<file path="config.mk">
export PLATFORM = sky130hd
export DESIGN_NAME = vga_frame_signature
export DESIGN_NICKNAME = d
export VERILOG_FILES = /design/src/rtl/vga_frame_signature.sv
export SDC_FILE = /design/constraint.sdc
export NUM_CORES = 1
export LEC_CHECK = 0
export ABC_CLOCK_PERIOD_IN_PS = 3260
export BUFFER_PORTS_ARGS = -buffer_cell sky130_fd_sc_hd__buf_2
export CAP_MARGIN = 20
export CORE_MARGIN = 5
export CORE_UTILIZATION = 30
export CTS_BUF_LIST = sky130_fd_sc_hd__clkbuf_2 sky130_fd_sc_hd__clkbuf_4 sky130_fd_sc_hd__clkbuf_8
export DETAILED_ROUTE_END_ITERATION = 6
export GPL_TIMING_DRIVEN = 0
export PLACE_DENSITY = 0.48
export RECOVER_POWER = 100
export SLEW_MARGIN = 20
export SYNTH_ARGS = -nofsm -noshare
export SYNTH_HDL_FRONTEND = slang
export SYNTH_SLANG_ARGS = --single-unit
</file>
<file path="constraint.sdc">
create_clock -name clk -period 3.26 [get_ports clk]
set_clock_uncertainty 0.05 [all_clocks]
set_input_delay 0.163 -clock clk [delete_from_list [all_inputs] [get_ports clk]]
set_output_delay 0.163 -clock clk [all_outputs]
set_load 0.005 [all_outputs]
</file>
<file path="src/rtl/vga_frame_signature.sv">
// Per-frame 32-bit rotate/XOR signature of the active area of a VGA pixel stream.
// Optional compare against expected_sig is built when FRAME_SIG_COMPARE_EN is defined.
module vga_frame_signature #(
   parameter int H_ACTIVE = 640,
   parameter int V_ACTIVE = 480,
   parameter int COORD_W  = 10,
   parameter int COLOR_W  = 8,
   parameter int FCOUNT_W = 3
) (
   input  logic                clk,
   input  logic                reset,
   input  logic                enable,
   input  logic                pixel_valid,
   input  logic [COORD_W-1:0]  pixel_x,
   input  logic [COORD_W-1:0]  pixel_y,
   input  logic [COLOR_W-1:0]  vga_r,
   input  logic [COLOR_W-1:0]  vga_g,
   input  logic [COLOR_W-1:0]  vga_b,
   input  logic [31:0]         expected_sig,
   output logic [31:0]         signature,
   output logic                sig_valid,
   output logic [FCOUNT_W-1:0] frame_count,
   output logic                busy,
   output logic                sync_err,
   output logic                match,
   output logic [7:0]          mismatch_count,
   output logic [1:0]          dbg_state
);

   // Stream semantics: pixel_valid qualifies one sample per cycle and there is no
   // backpressure; sig_valid is a one-cycle pulse with signature/match stable from then on.
   typedef enum logic [1:0] {
      IDLE       = 2'd0,
      WAIT_START = 2'd1,
      ACCUM      = 2'd2,
      PUBLISH    = 2'd3
   } state_t;

   localparam logic [COORD_W-1:0] H_LIM     = COORD_W'(H_ACTIVE);
   localparam logic [COORD_W-1:0] V_LIM     = COORD_W'(V_ACTIVE);
   localparam logic [31:0]        PIX_TOTAL = 32'(H_ACTIVE * V_ACTIVE);
   localparam logic [31:0]        SEED      = 32'hFFFF_FFFF;

   state_t      state, next_state;
   logic [31:0] acc;
   logic [31:0] pix_cnt;
   logic [31:0] pix_word;
   logic        is_start, is_end, is_active;
   logic        clear, restart, absorb, publish, sync_set;

   assign pix_word  = 32'({vga_r, vga_g, vga_b});
   assign is_start  = (pixel_x == '0) && (pixel_y == '0);
   assign is_end    = (pixel_x == '0) && (pixel_y == V_LIM);
   assign is_active = (pixel_x < H_LIM) && (pixel_y < V_LIM);

   always_ff @(posedge clk or posedge reset) begin
      if (reset) state <= IDLE;
      else       state <= next_state;
   end

   always_comb begin
      next_state = state;
      clear      = 1'b0;
      restart    = 1'b0;
      absorb     = 1'b0;
      publish    = 1'b0;
      sync_set   = 1'b0;
      if (!enable) begin
         next_state = IDLE;
         clear      = 1'b1;
      end else begin
         case (state)
            IDLE: next_state = WAIT_START;
            WAIT_START: begin
               if (pixel_valid && is_start) begin
                  next_state = ACCUM;
                  restart    = 1'b1;
               end
            end
            ACCUM: begin
               if (pixel_valid) begin
                  // A new frame start before the frame end means we lost sync.
                  if (is_start) begin
                     restart  = 1'b1;
                     sync_set = 1'b1;
                  end else if (is_end) begin
                     next_state = PUBLISH;
                     publish    = 1'b1;
                     sync_set   = (pix_cnt != PIX_TOTAL);
                  end else if (is_active) begin
                     absorb = 1'b1;
                  end
               end
            end
            PUBLISH: next_state = WAIT_START;
            default: next_state = IDLE;
         endcase
      end
   end

   // Outputs are loaded on the frame-end edge so they are visible during PUBLISH.
   always_ff @(posedge clk or posedge reset) begin
      if (reset) begin
         acc         <= SEED;
         pix_cnt     <= '0;
         signature   <= '0;
         sig_valid   <= 1'b0;
         frame_count <= '0;
         sync_err    <= 1'b0;
      end else begin
         sig_valid <= publish;
         if (clear) begin
            acc     <= SEED;
            pix_cnt <= '0;
         end else if (restart) begin
            acc     <= {SEED[30:0], SEED[31]} ^ pix_word;
            pix_cnt <= 32'd1;
         end else if (absorb) begin
            acc     <= {acc[30:0], acc[31]} ^ pix_word;
            pix_cnt <= pix_cnt + 32'd1;
         end
         if (publish) begin
            signature   <= acc;
            frame_count <= frame_count + FCOUNT_W'(1);
         end
         if (sync_set) sync_err <= 1'b1;
      end
   end

`ifdef FRAME_SIG_COMPARE_EN
   always_ff @(posedge clk or posedge reset) begin
      if (reset) begin
         match          <= 1'b0;
         mismatch_count <= '0;
      end else if (publish) begin
         match <= (acc == expected_sig);
         if ((acc != expected_sig) && (mismatch_count != 8'hFF))
            mismatch_count <= mismatch_count + 8'd1;
      end
   end
`else
   logic unused_expected;
   assign unused_expected = ^expected_sig;
   assign match           = 1'b0;
   assign mismatch_count  = '0;
`endif

   assign busy      = (state == ACCUM);
   assign dbg_state = state;

endmodule
</file>
Yosys cells after proc, flatten, opt, wreduce, memory -nomap -nowiden
Index checks and enable logic that the tools add are counted.
Word-level totals
  flip-flop bits (word level): 103
  input port bits: 80
  output and inout port bits: 49
  logic and storage cells: 65
Cells by class
  add/subtract/negate cells: 2
  order comparisons: 2
  equal/unequal tests: 10
  muxes and demuxes: 33
  bitwise logic cells: 2
  reductions and logical operators: 9
Operators by type and width (number)
  2-to-1 mux 32 bit: 6
  adder 32 x 1 -> 32 bit (second input constant): 1
  inequality test 32 x 19 -> 1 bit (second input constant): 1
  inverter 24 -> 32 bit: 1
  XOR 32 x 24 -> 32 bit: 1
  logical NOT 10 bit: 2
  2-to-1 mux 1 bit: 20
  == test 10 x 9 -> 1 bit (second input constant): 1
  < comparator 10 bit (second input constant): 1
  < comparator 10 x 9 -> 1 bit (second input constant): 1
  2-to-1 mux 2 bit: 5
  inequality test 3 bit (second input constant): 3
  one-hot mux 2 bit (3 select lines): 1
  == test 2 bit (second input constant): 2
  logical AND 1 bit: 4
  AND reduction 4 bit: 1
  adder 3 x 1 -> 3 bit (second input constant): 1
  inequality test 3 x 1 -> 1 bit (second input constant): 1
  inequality test 3 x 2 -> 1 bit (second input constant): 1
  == test 2 x 1 -> 1 bit (second input constant): 1
  logical NOT 2 bit: 1
  one-hot mux 1 bit (2 select lines): 1
  OR reduction 2 bit: 1

Logic depth before layout (Yosys ltp)
  depth after elaboration: 11
  gate-level depth with buffers: 9

Worst setup path after synthesis
No wires, ideal clock.
  path type: flip-flop to flip-flop
  start: register state[0] (netlist: dbg_state[0])
  end: register pix_cnt[16]
  setup time: 77 ps
  arrival: 2261 ps
  setup slack: 871 ps
  cell stages (with the launch flop): 9
  clock period less this slack: 2389 ps
  path through: dfrtp_1 > inv_1 > ha_1 > nand4b_1 > a211oi_2 > o211ai_1 > buf_4 > or4_1 > a21oi_1
On the way
  cells in the longest elaborated chain, start to end: 5
RTL lines
  start, declared: line 44  | state_t state, next_state;
  start signal, assigned: line 58  | else state <= next_state;
  == test 2 bit (*)
  via busy: line 23  | output logic busy,
  one-hot mux 1 bit (2 select lines): line 72  | case (state)
  2-to-1 mux 1 bit: line 68  | if (!enable) begin
  2-to-1 mux 32 bit: line 115  | end else if (restart) begin
  2-to-1 mux 32 bit: line 112  | if (clear) begin
  end signal, assigned: line 120  | pix_cnt <= pix_cnt + 32'd1;
  end, declared: line 46  | logic [31:0] pix_cnt;
The timed path passes the listed nets; every way through them passes the cells marked *.
A chain may end at the register's enable or synchronous reset.

Worst setup path in the final report
  start: input pixel_x[9]
  end: register pix_cnt[17]
On the way
  cells in the longest elaborated chain, start to end: 9
RTL lines
  start, declared: line 14  | input logic [COORD_W-1:0] pixel_x,
  < comparator 10 bit: line 54  | assign is_active = (pixel_x < H_LIM) && (pixel_y < V_LIM);
  logical AND 1 bit: line 54
  2-to-1 mux 1 bit: line 90  | end else if (is_active) begin
  2-to-1 mux 1 bit: line 86  | end else if (is_end) begin
  2-to-1 mux 1 bit: line 83  | if (is_start) begin
  2-to-1 mux 1 bit: line 81  | if (pixel_valid) begin
  2-to-1 mux 1 bit: line 72
  2-to-1 mux 1 bit: line 68
  inequality test 3 x 1 -> 1 bit (no source line)
Several ways; a longest one is shown, not always the timed one.

==> flow_metrics.py <==
metrics = {
    "power_and_ir_drop": {
        "switchingPower_uw": 616,
        "powerDensity_nw_per_um2": 367,
        "pwr-share-seq_pct": 54.6,
        "ir_drop_mv": 0.155,
        "power.leakage_uw": 0.00303,
        "finalPower_uw": 2420,
        "p_comb_share_pct": 9.8,
        "internal-power_uw": 1800,
        "swShare_pct": 25.5,
        "clockPowerShare_pct": 35.6,
    },
    "worst_setup_path": {
        "worst_path_largest_cell_delay_ps": 1300,
        "crit_arrival_ps": 3140,
        "start_kind": "input pin",
        "end_kind": "flop",
        "worst-path-buf-inv": 2,
        "worst-setup-path-type": "input pin to flop",
        "slowest_stage": "nor4_1",
        "crit_chain": "clkbuf_1, or4_1, nor4_1, a21boi_2, clkbuf_1, o211ai_1, nand2_1",
        "r2r_slack_ps": 370,
        "crit_family": "simple AND/OR/NAND/NOR gates",
        "required_ps": 3480,
        "cpMostUsedCell": "clkbuf_1",
        "path_max_fanout": 10,
    },
    "logic_synthesis": {
        "synthAdderAreaFrac_pct": 1.33,
        "syn-cell-area_um2": 5630,
        "yosysTopAreaCell": "dfrtp_1",
        "synth_area_per_cell_um2": 9.71,
        "synth_xor_xnor_area_share_pct": 1.22,
        "synthFlopType": "dfrtp_1",
        "synth-seq-cells": 103,
        "async_flop_share_pct": 100,
        "syn_inst": 580,
        "ys_seq_area_share_pct": 46.5,
        "synthMuxAreaShare_pct": 7.47,
        "yosysWarnings": 0,
        "yosys.area_share.simple_pct": 22.8,
        "synth_area_leaders": "dfrtp_1 (32%), dfstp_2 (15%), mux2_2 (6.4%)",
        "synth_edf_count": 0,
        "synth_top_cell_area_share_pct": 31.6,
        "yosysUniqueCellTypes": 49,
        "synth_top_family_by_area": "simple AND/OR/NAND/NOR gates",
        "synth_compound_area_share_pct": 14.8,
    },
    "clock_network": {
        "tritoncts": "yes",
        "clk_latency_ps": 380,
        "post_cts_resized": 0,
        "clockRootBuffer": "clkbuf_8",
        "clk_pin_slew_ps": 110,
        "clockBufferDepth": 2,
        "numCtsBuffers": 9,
        "numClockSinks": 103,
        "cts.htree.levels": 3,
    },
    "floorplanning": {
        "start_util_pct": 30.3,
        "die_area_um2": 21600,
        "die-width_um": 147,
        "ioPinCount": 129,
        "die_h_um": 147,
        "core_area_um2": 18600,
        "rows": 50,
    },
    "timing": {
        "hold_viol_final": 0,
        "finalCriticalPeriod_ps": 2920,
        "finalWorstSetupSlack_ps": 342,
        "fin_crit_sh_pct": 89.5,
        "fin_tns_setup_ps": 0,
        "fmax_mhz": 343,
        "slew_violations": 57,
        "rsz0062_at_grt": "no",
        "worst_slew_pin_slew_ps": 1850,
        "maxSlewHeadroom_pct": -23.6,
        "setup_viol": 0,
    },
    "detailed_routing": {
        "ant_nets": 0,
        "vias": 4827,
        "dr.pass1.iters": 5,
        "vias_per_cell": 5.18,
        "drtIter0Drc": 252,
        "drc": 0,
        "routed_wirelength_um": 15900,
        "wl_per_cell_um": 17.1,
    },
    "global_route": {
        "use_met1_pct": 19.6,
        "grt.met2_usage_pct": 24.3,
        "gr-usage-all-layers_pct": 14.8,
        "global_route.peak_usage_layer": "met2",
        "grt_pass1_vias": 4900,
        "antenna_found_initial": 0,
        "grt_max_degree": 58,
        "met3_usage_pct": 2.78,
        "overflow": 0,
        "grt_pass1_wl_um": 26000,
    },
    "placed_design": {
        "routabilityCongestion": 0.817,
        "dpl_cell_area_um2": 6430,
        "pre_cts_ws_ps": 315,
        "portBuffers": 87,
        "hpwl_um": 11400,
    },
    "flow_run": {
        "maxCapViolCount": 2,
    },
    "run_status": {
        "status": "finished with violations",
        "violations": "capacitance limit, slew limit",
    },
    "layout": {
        "drive_above_1_share_pct": 25.9,
        "final_util_pct": 35.4,
        "area_delta_synth_final_pct": 16.9,
        "nets": 777,
        "fin_area_um2": 6580,
    },
    "min_path": {
        "hp-class": "input pin to flop",
    },
}
-- power groups by stage --
stage | Combinational, µW | Clock (µW) | Sequential, µW
6_report | 237 | 859 | 1320
5_1_grt | 269 | 930 | 1320
4_1_cts | 246 | 889 | 1320
3_5_place_dp | 241 | 0 | 1340
3_3_place_gp | 225 | 0 | 1340
2_1_floorplan | 137 | 0 | 1340
-- layout make-up --
class                   instances  area (µm²)
flip-flops and latches        103        2620
clock buffers                  13         160
diodes                          1        2.50
inverters                       7        26.3
repair buffers                 92         468
plain buffers                  46         279
well taps                     234         293
multi-input cells             432        2690
fillers                      1954       12000
clock inverters                 3        43.8
-- per-stage QoR --
step | cells | hold slack, ps
floorplan | 588 | 259
global placement | 909 | 406
detailed placement | 910 | 180
CTS | 930 | 0.0778
global route | 930 | 12.0
finish | 931 | 18.8
-- timing repair --
action / CTS / global route
hold buffers: 4 / 0
endpoints found under the hold margin: 39 / 0
setup buffers: 0 / 0
setup endpoints to repair: 0 / 0
-- logic make-up after synthesis --
family                   count (synthesis)
flip-flops                             103
adder cells (fa/ha/maj)                  6
multiplexers                            38
AO/OA/AOI/OAI                          127
AND/OR/NAND/NOR                        245
other                                    1
buffers and inverters                   53
XOR/XNOR                                 7
-- routing by layer --
layer  vias up  wire length, µm
met3        18              811
met4         0              251
met1      2357             7380
li1       2326                -
met5         -                0
met2       126             7470
-- cell usage in the layout, fill, tap and decap left out, drive strengths merged, types with 2 or more instances in the layout --
cell	n
ha	6
conb	9
and4	2
clkbuf	64
and3	29
nand2b	2
nor2	34
buf	83
clkinv	2
dlygate4sd3	4
o2111ai	2
o21a	3
xnor2	3
dfstp	32
inv	7
a21oi	42
xor2	4
nand2	72
nand4	8
o21ai	34
mux2i	6
nand3	18
and2	4
o31ai	35
o211ai	8
nor4	7
or3	8
or4	22
dfrtp	71
mux2	32
nor3	33
-- registers in the layout (all words and copies together) (netlist names) --
name,cells
acc,32
pix_cnt,32
signature,32
frame_count,3
dbg_state,2
sig_valid,1
sync_err,1
-- worst register-to-register path: cells and delay by family, from the launching register on --
kind            cells  cell delay [ps]
buf+inv             3              710
simple gates        1              140
fa+ha+maj           1              240
flops               1              430
compound gates      4             1220
-- final timing paths --
check                                from              to  cells after the start
max                            pixel_x[9]     pix_cnt[17]                      7
min                              vga_b[6]          acc[6]                      3
max reg2reg                  dbg_state[0]     pix_cnt[19]                      9
min reg2reg                frame_count[2]  frame_count[2]                      1
max in group asynchronous           reset         acc[20]                      4
min in group asynchronous           reset   signature[25]                      3
-- cells in the mapped netlist (2+ instances only) --
| library cell | number |
|---|---|
| buf_2 | 9 |
| and2_1 | 4 |
| o21ai_2 | 5 |
| o21a_1 | 3 |
| mux2_2 | 32 |
| or4_1 | 19 |
| dfrtp_1 | 71 |
| nor4_1 | 7 |
| or4_4 | 3 |
| buf_6 | 8 |
| nand2b_1 | 2 |
| o21ai_0 | 28 |
| and3_1 | 29 |
| o211ai_1 | 7 |
| a21oi_2 | 5 |
| xnor2_1 | 3 |
| nand2_1 | 72 |
| nor2_1 | 33 |
| clkbuf_1 | 17 |
| nor3_1 | 33 |
| ha_1 | 6 |
| dfstp_2 | 32 |
| inv_1 | 7 |
| and4_1 | 2 |
| nand4_1 | 8 |
| a21oi_1 | 37 |
| mux2i_1 | 6 |
| xor2_1 | 3 |
| o31ai_1 | 34 |
| buf_4 | 11 |
| nand3_1 | 18 |
| o2111ai_1 | 2 |
| or3_1 | 8 |
(Power assumes the default switching activity.)
